$ cat config.mk
export PLATFORM = sky130hd
export DESIGN_NAME = x_mod_m_seq
export DESIGN_NICKNAME = d
export VERILOG_FILES = /design/src/rtl/x_mod_m_seq.sv
export SDC_FILE = /design/constraint.sdc
export NUM_CORES = 1
export LEC_CHECK = 0
export ABC_AREA = 1
export CELL_PAD_IN_SITES_DETAIL_PLACEMENT = 1
export CELL_PAD_IN_SITES_GLOBAL_PLACEMENT = 2
export CORE_MARGIN = 2
export CORE_UTILIZATION = 28
export DETAILED_ROUTE_END_ITERATION = 10
export PLACE_DENSITY_LB_ADDON = 0.1
export SKIP_LAST_GASP = 1
export SLEW_MARGIN = 5
export SYNTH_ARGS = -nofsm -noshare
export SYNTH_HDL_FRONTEND = slang
export SYNTH_SLANG_ARGS = --single-unit
$ cat constraint.sdc
create_clock -name clk -period 8.54 [get_ports clk]
set_clock_uncertainty 0.15 [all_clocks]
set_input_delay 1.708 -clock clk [delete_from_list [all_inputs] [get_ports clk]]
set_output_delay 1.708 -clock clk [all_outputs]
set_load 0.1 [all_outputs]
$ cat src/rtl/x_mod_m_seq.sv
// Sequential X mod M: Horner evaluation over K-bit chunks of X, MSB-first,
// one exact modular reduction per cycle. IDLE -> BUSY (N edges) -> DONE.
module x_mod_m_seq #(
  parameter  int XW = 300,
  parameter  int M  = 53,
  parameter  int K  = 6,
  localparam int RW = $clog2(M),
  localparam int N  = (XW + K - 1) / K,
  localparam int CW = $clog2(N + 1)
) (
  input  logic          clk,
  input  logic          rst,
  input  logic          in_valid,
  output logic          in_ready,
  input  logic [XW-1:0] X,
  output logic          out_valid,
  input  logic          out_ready,
  output logic [RW-1:0] R,
  output logic          busy
);

  localparam int          NK = N * K;
  localparam int          PW = RW + K;
  localparam logic [RW:0] MV = (RW + 1)'(M);

  if (XW < 1 || M < 2 || M > 65535 || K < 1 || K > 16) begin : g_param_err
    $error("x_mod_m_seq: illegal parameters (need XW>=1, 2<=M<=65535, 1<=K<=16)");
  end

  typedef enum logic [1:0] {IDLE, BUSY, DONE} state_t;

  state_t          state;
  logic [NK-1:0]   x_q;
  logic [RW-1:0]   r_q;
  logic [CW-1:0]   cnt_q;
  logic [K-1:0]    chunk;
  logic [PW-1:0]   pre;
  logic [RW-1:0]   r_next;

  // Exact reduction of v < M*2^K: restoring shift/subtract, one bit per step.
  // The running remainder stays below M, so 2t+bit < 2M needs one compare.
  function automatic logic [RW-1:0] mod_reduce(input logic [PW-1:0] v);
    logic [RW:0] t;
    t = '0;
    for (int i = PW - 1; i >= 0; i--) begin
      t = {t[RW-1:0], v[i]};
      if (t >= MV) t = t - MV;
    end
    return t[RW-1:0];
  endfunction

  // Counter value n selects chunk n-1, so chunks come out MSB-first.
  always_comb begin
    chunk = '0;
    for (int i = 0; i < N; i++) begin
      if (cnt_q == CW'(i + 1)) chunk = x_q[i*K +: K];
    end
  end

  assign pre    = {r_q, chunk};
  assign r_next = mod_reduce(pre);

  always_ff @(posedge clk) begin
    if (rst) begin
      state <= IDLE;
      r_q   <= '0;
      cnt_q <= '0;
      x_q   <= '0;
    end else begin
      case (state)
        IDLE: begin
          if (in_valid) begin
            x_q   <= NK'(X);
            r_q   <= '0;
            cnt_q <= CW'(N);
            state <= BUSY;
          end
        end
        BUSY: begin
          r_q   <= r_next;
          cnt_q <= cnt_q - CW'(1);
          if (cnt_q == CW'(1)) state <= DONE;
        end
        DONE: begin
          if (out_ready) state <= IDLE;
        end
        default: state <= IDLE;
      endcase
    end
  end

  assign in_ready  = (state == IDLE) && !rst;
  assign busy      = (state == BUSY);
  assign out_valid = (state == DONE);
  assign R         = r_q;

endmodule

### Word level (Yosys, flattened, before mapping)

Index checks and enable logic that the tools add are counted.

* register bits: 314
* logic and storage cells: 146

* add/subtract/negate cells: 8
* magnitude comparators: 7
* equal/unequal tests: 55
* multiplexer cells: 65
* reduce and logical (&&, ||, !) cells: 7

Operator list (number)
* two-way mux 6 bit: 59
* == test 6 bit (second input constant): 19
* == test 6 x 5 -> 1 bit (second input constant): 16
* == test 6 x 4 -> 1 bit (second input constant): 8
* greater-or-equal comparator 7 x 6 -> 1 bit (second input constant): 6
* subtractor 6 bit (second input constant): 7
* == test 6 x 3 -> 1 bit (second input constant): 4
* one-hot mux 6 bit (2 select lines): 2
* == test 6 x 2 -> 1 bit (second input constant): 2
* == test 6 x 1 -> 1 bit (second input constant): 1
* greater-or-equal comparator 6 bit (second input constant): 1
* two-way mux 2 bit: 3
* one-hot mux 2 bit (3 select lines): 1
* subtractor 6 x 1 -> 6 bit (second input constant): 1
* inequality test 2 x 1 -> 1 bit (second input constant): 2
* AND reduction 2 bit: 2
* AND reduction 3 bit: 1
* == test 2 x 1 -> 1 bit (second input constant): 1
* == test 2 bit (second input constant): 1
* zero test 2 bit: 1
* inequality test 2 bit (second input constant): 1
* nonzero test 2 bit: 1
* logical AND 1 bit: 1
* zero test 1 bit: 1

### Logic depth before layout (Yosys ltp)

* depth in word-level cells: 64
* gate-level depth with buffers: 98
* mapped depth without buffers: 98

### Least setup slack after synthesis

OpenSTA, ideal clock, no wires.

* path kind: reg-to-reg
* start point: register cnt_q[1]
* end point: register r_q[4], in the netlist R[4]
* library setup time: 0.070 ns
* data arrival time: 6.978 ns
* setup slack: 1.342 ns
* stages on the path, launching flop included: 93
* path buffers: 0
* clock period less this slack: 7.198 ns
* cells stage by stage: dfxtp_1 > inv_1 > ha_1 > nand3_1 > nor2_2 > nand2_1 > nand2_1 > nand2_1 > nand2_1 > nand2_1 > nand2_1 > nand2_1 > nand2_1 > nand2_1 > nand2_1 > nand2_1 > nand2_1 > nand2_1 > [... 57 more ...] > nand3_1 > nor2_2 > nand2_2 > nand2_4 > nand2_1 > and2_1 > ha_1 > nand2_1 > nand3_2 > nand2_4 > nand3_1 > and2_1 > ha_1 > o211ai_1 > nand2_1 > nand2_1 > nand3_1 > a21oi_1

* cells in the longest elaborated chain, start to end: 64

Ends and longest elaborated chain
* start: declaration: line 35 `logic [CW-1:0] cnt_q;`
* start signal: assignment: line 75 `cnt_q <= CW'(N);`
* start signal: assignment: line 81 `cnt_q <= cnt_q - CW'(1);`
* == test 6 x 1 -> 1 bit: line 56 `if (cnt_q == CW'(i + 1)) chunk = x_q[i*K +: K];`
* two-way mux 6 bit (49 in a row): line 56
* two-way mux 6 bit (*): line 56
* subtractor 6 bit or greater-or-equal comparator 7 x 6 -> 1 bit (tied branches): line 47 `if (t >= MV) t = t - MV;`
* two-way mux 6 bit: line 47
* subtractor 6 bit or greater-or-equal comparator 7 x 6 -> 1 bit (tied branches): line 47
* two-way mux 6 bit: line 47
* subtractor 6 bit or greater-or-equal comparator 7 x 6 -> 1 bit (tied branches): line 47
* two-way mux 6 bit: line 47
* subtractor 6 bit or greater-or-equal comparator 7 x 6 -> 1 bit (tied branches): line 47
* two-way mux 6 bit: line 47
* greater-or-equal comparator 7 x 6 -> 1 bit or subtractor 6 bit (tied branches): line 47
* two-way mux 6 bit: line 47
* subtractor 6 bit or greater-or-equal comparator 7 x 6 -> 1 bit (tied branches): line 47
* two-way mux 6 bit (*): line 47
* one-hot mux 6 bit (2 select lines) (*): line 70 `case (state)`
* end signal: assignment: line 80 `r_q <= r_next;`
* end: declaration: line 34 `logic [RW-1:0] r_q;`

Every way passes the cells marked *; elsewhere a longest branch is shown, timed or not.
A chain may end at the register's enable or synchronous reset.

### Final worst setup path

* start point: register cnt_q[2]
* end point: register r_q[4], in the netlist R[4]

The elaborated chain is that of the path after synthesis.

==> results_dict.tcl <==
set metrics [dict create \
    wl_per_cell_um 17.47 \
    gr-max-usage-layer "met2" \
    critPathLaunchType "flip-flop" \
    timing.critical_path.from "cnt_q[2]" \
    route.vias.total 16810 \
    cts_tree "yes" \
    fill_cells 7079 \
    io_buffers 312 \
    synth_edf_count 0 \
    synth_cell_types 41 \
    seqPwrFrac 0.309 \
    die_x_um 242.2 \
    required_ns 8.79 \
    io_pins 313 \
    core.rowCount 87 \
    hold_viol_final 0 \
    final.setup.tns_ns 0 \
    leakage_nw 9.111 \
    syn_to_final_growth_pct 38.97 \
    setup_viol 0 \
    htree_levels 2 \
    first_iter_violations 706 \
    path_common_cell "nand2_1" \
    cts_buffer_depth 3 \
    critical_path.top_delay_family "simple AND/OR/NAND/NOR gates" \
    path_buf_inv 7 \
    clkPwrFrac 0.331 \
    p_int_mw 3.441 \
    place.gp.congestion 0.7924 \
    status "complete, no violations" \
    multiInputGateArea_um2 8951 \
    core-area_um2 56280 \
    min-delay-start "x_q[100]" \
    maxSlewHeadroom 0.2457 \
    syn_avg_cell_area_um2 6.421 \
    die-area_um2 58660 \
    end_kind "flip-flop" \
    clock-root-buffer "clkbuf_16" \
    syn_inst 2474 \
    path_class "reg -> reg" \
    grt_pass1_vias 17480 \
    netlist_area_um2 15890 \
    worst_path_largest_cell_delay_ns 0.39 \
    initial_utilization 0.2823 \
    postPlaceCellArea_um2 19780 \
    async_flop_share 0 \
    dieHeight_um 242.2 \
    drc 0 \
    fin_nets 3106 \
    synthFlopType "dfxtp_1" \
    clock_latency_ns 0.57 \
    clock.fmax_ghz 0.1245 \
    routed_wirelength_um 62470 \
    synth-warning-count 0 \
    comb_power_share 0.360 \
    rsz0062_at_grt "true" \
    fin_crit_sh 0.9408 \
    ant_nets 0 \
    grt.total_usage 0.2036 \
    ys_top_cells_by_area "dfxtp_1 40%, nand2_1 23%, a21oi_1 12%" \
    yosysMostFrequentCell "nand2_1" \
    yosysTopAreaCellShare 0.3957 \
    hpwl_um 45090 \
    synth_top_area_cell "dfxtp_1" \
    p_sw_mw 1.934 \
    fin_area_um2 22080 \
    netSwitchingFraction 0.3598 \
    p_per_area_nw_per_um2 243.5 \
    path_clk_slew_ns 0.06 \
    synth_commonest_cells "971 x nand2_1, 383 x a21oi_1, 314 x dfxtp_1, 168 x inv_1, 152 x nor2_1" \
    cp_max_fo 6 \
    grt.met2_usage 0.3506 \
    synthesis.nets 2792 \
    worst_slew_pin_slew_ns 1.131 \
    numCtsBuffers 40 \
    via_per_inst 4.702 \
    vdd.ir_drop.worst_mv 0.1792 \
    r2r-start "cnt_q[2]" \
    hold_path_class "reg -> reg" \
    drt_first_pass_iters 4 \
    finalCriticalPeriod_ns 8.035 \
    synth_seq_cells 314 \
    antenna_found_initial 2 \
    slew_viol_final 0 \
    synth_seq_area_share 0.3957 \
    maxCapViolCount 0 \
    power.total_mw 5.375 \
    grt_remaining_overflow 0 \
    grt_pass1_wl_um 95830 \
    crit_slowest_cell "dfxtp_4" \
    regArea_um2 6301 \
    clkSinkCount 314 \
    grt_use_met1 0.2667 \
    grt_util_met3 0.03069 \
    grt_max_degree 150 \
    cp_data_arrival_time_ns 8.29 \
    drive_gt1_frac 0.1143 \
    r2r_setup_slack_ns 0.51 \
]
-- power groups by stage --
| stage | Clock (mW) | Combinational, mW | Sequential [mW] |
|---|---|---|---|
| 2_1_floorplan | 0 | 1.07 | 1.69 |
| 3_3_place_gp | 0 | 1.54 | 1.68 |
| 3_5_place_dp | 0 | 1.57 | 1.69 |
| 4_1_cts | 1.84 | 1.58 | 1.66 |
| 5_1_grt | 1.89 | 2.14 | 1.67 |
| 6_report | 1.78 | 1.93 | 1.66 |
-- worst paths after layout --
| path | depth (start not counted) | end |
|---|---|---|
| setup reg to reg | 89 | R[4] |
| hold / removal | 2 | x_q[100] |
| hold reg to reg | 2 | x_q[100] |
| setup / recovery | 89 | R[4] |
-- logic make-up (layout without fill, tap and decap cells) --
| family | after synthesis | count (layout) | synth area share |
|---|---|---|---|
| AO/OA/AOI/OAI | 514 | 514 | 0.1742 |
| XOR/XNOR | 13 | 13 | 0.007167 |
| adder cells (fa/ha/maj) | 14 | 14 | 0.01103 |
| buffers and inverters | 310 | 653 | 0.07372 |
| flip-flops | 314 | 314 | 0.3957 |
| other | 0 | 2 | 0 |
| AND/OR/NAND/NOR | 1309 | 1309 | 0.3382 |
-- through the flow --
stage / cells / utilization / setup slack, ns / hold slack, ns
2_1_floorplan: 2474 / - / 1.342 / 0.2845
3_3_place_gp: 3458 / 0.3515 / 0.2345 / 0.3011
3_5_place_dp: 3458 / 0.3515 / -0.07983 / 0.3036
4_1_cts: 3529 / 0.3761 / 0.005195 / 0.3128
5_1_grt: 3575 / 0.3923 / -0.3061 / 0.3296
6_report: 3575 / 0.3923 / 0.5053 / 0.3103
-- what timing repair did --
action / CTS / global route
resized for setup: 3 / 141
endpoints found under the setup margin: 1 / 6
buffers inserted: 0 / 44
pin swaps: 0 / 72
hold buffers: 0 / 0
-- worst min-delay path, delay by kind of cell (launching register included) --
kind / cells / cell delay [ns]
flip-flops: 1 / 0.30
AND/OR/NAND/NOR: 1 / 0.06
AO/OA/AOI/OAI: 1 / 0.05
-- metal layers --
| metal | up-vias | wire length, um |
|---|---|---|
| met2 | 250 | 30300 |
| li1 | 8522 | - |
| met5 | - | 0 |
| met4 | 0 | 1224 |
| met1 | 7958 | 29010 |
| met3 | 81 | 1933 |
-- cell usage in the layout, fill, tap and decap left out, types with 4 or more instances in the layout --
master and instances:
nand3_2 14, nor2_2 5, nand2_2 34, o21ai_0 59, ha_4 8, o21ai_2 5, nand2_4 27, a211oi_1 29
clkbuf_1 10, nor2_4 15, o211ai_1 17, clkbuf_16 42, a21oi_1 379, bufinv_16 4, clkdlybuf4s50_1 311, dfxtp_1 308
nand3_1 80, nand2_8 4, or2_2 14, clkinv_2 4, inv_2 20, buf_4 75, a21oi_2 4, nand4_1 5
nand3b_1 5, a21oi_4 5, xor2_1 10, inv_4 4, nand2_1 943, nor2_1 146, clkbuf_8 9, nor3_1 9
inv_1 162
-- sequential cells by signal (all words and copies together), names as in the netlist --
register	count
state	2
R	6
x_q	300
cnt_q	6
-- area by class of cell --
| type | count | area share |
|---|---|---|
| multi-input combinational | 1850 | 0.4054 |
| sequential | 314 | 0.2854 |
| timing repair buffer | 390 | 0.1695 |
| clock buffer | 61 | 0.05492 |
| tap | 756 | 0.04285 |
| inverter | 192 | 0.03423 |
| clock inverter | 10 | 0.007424 |
| antenna | 2 | 0.0002267 |
(Power assumes the default switching activity.)
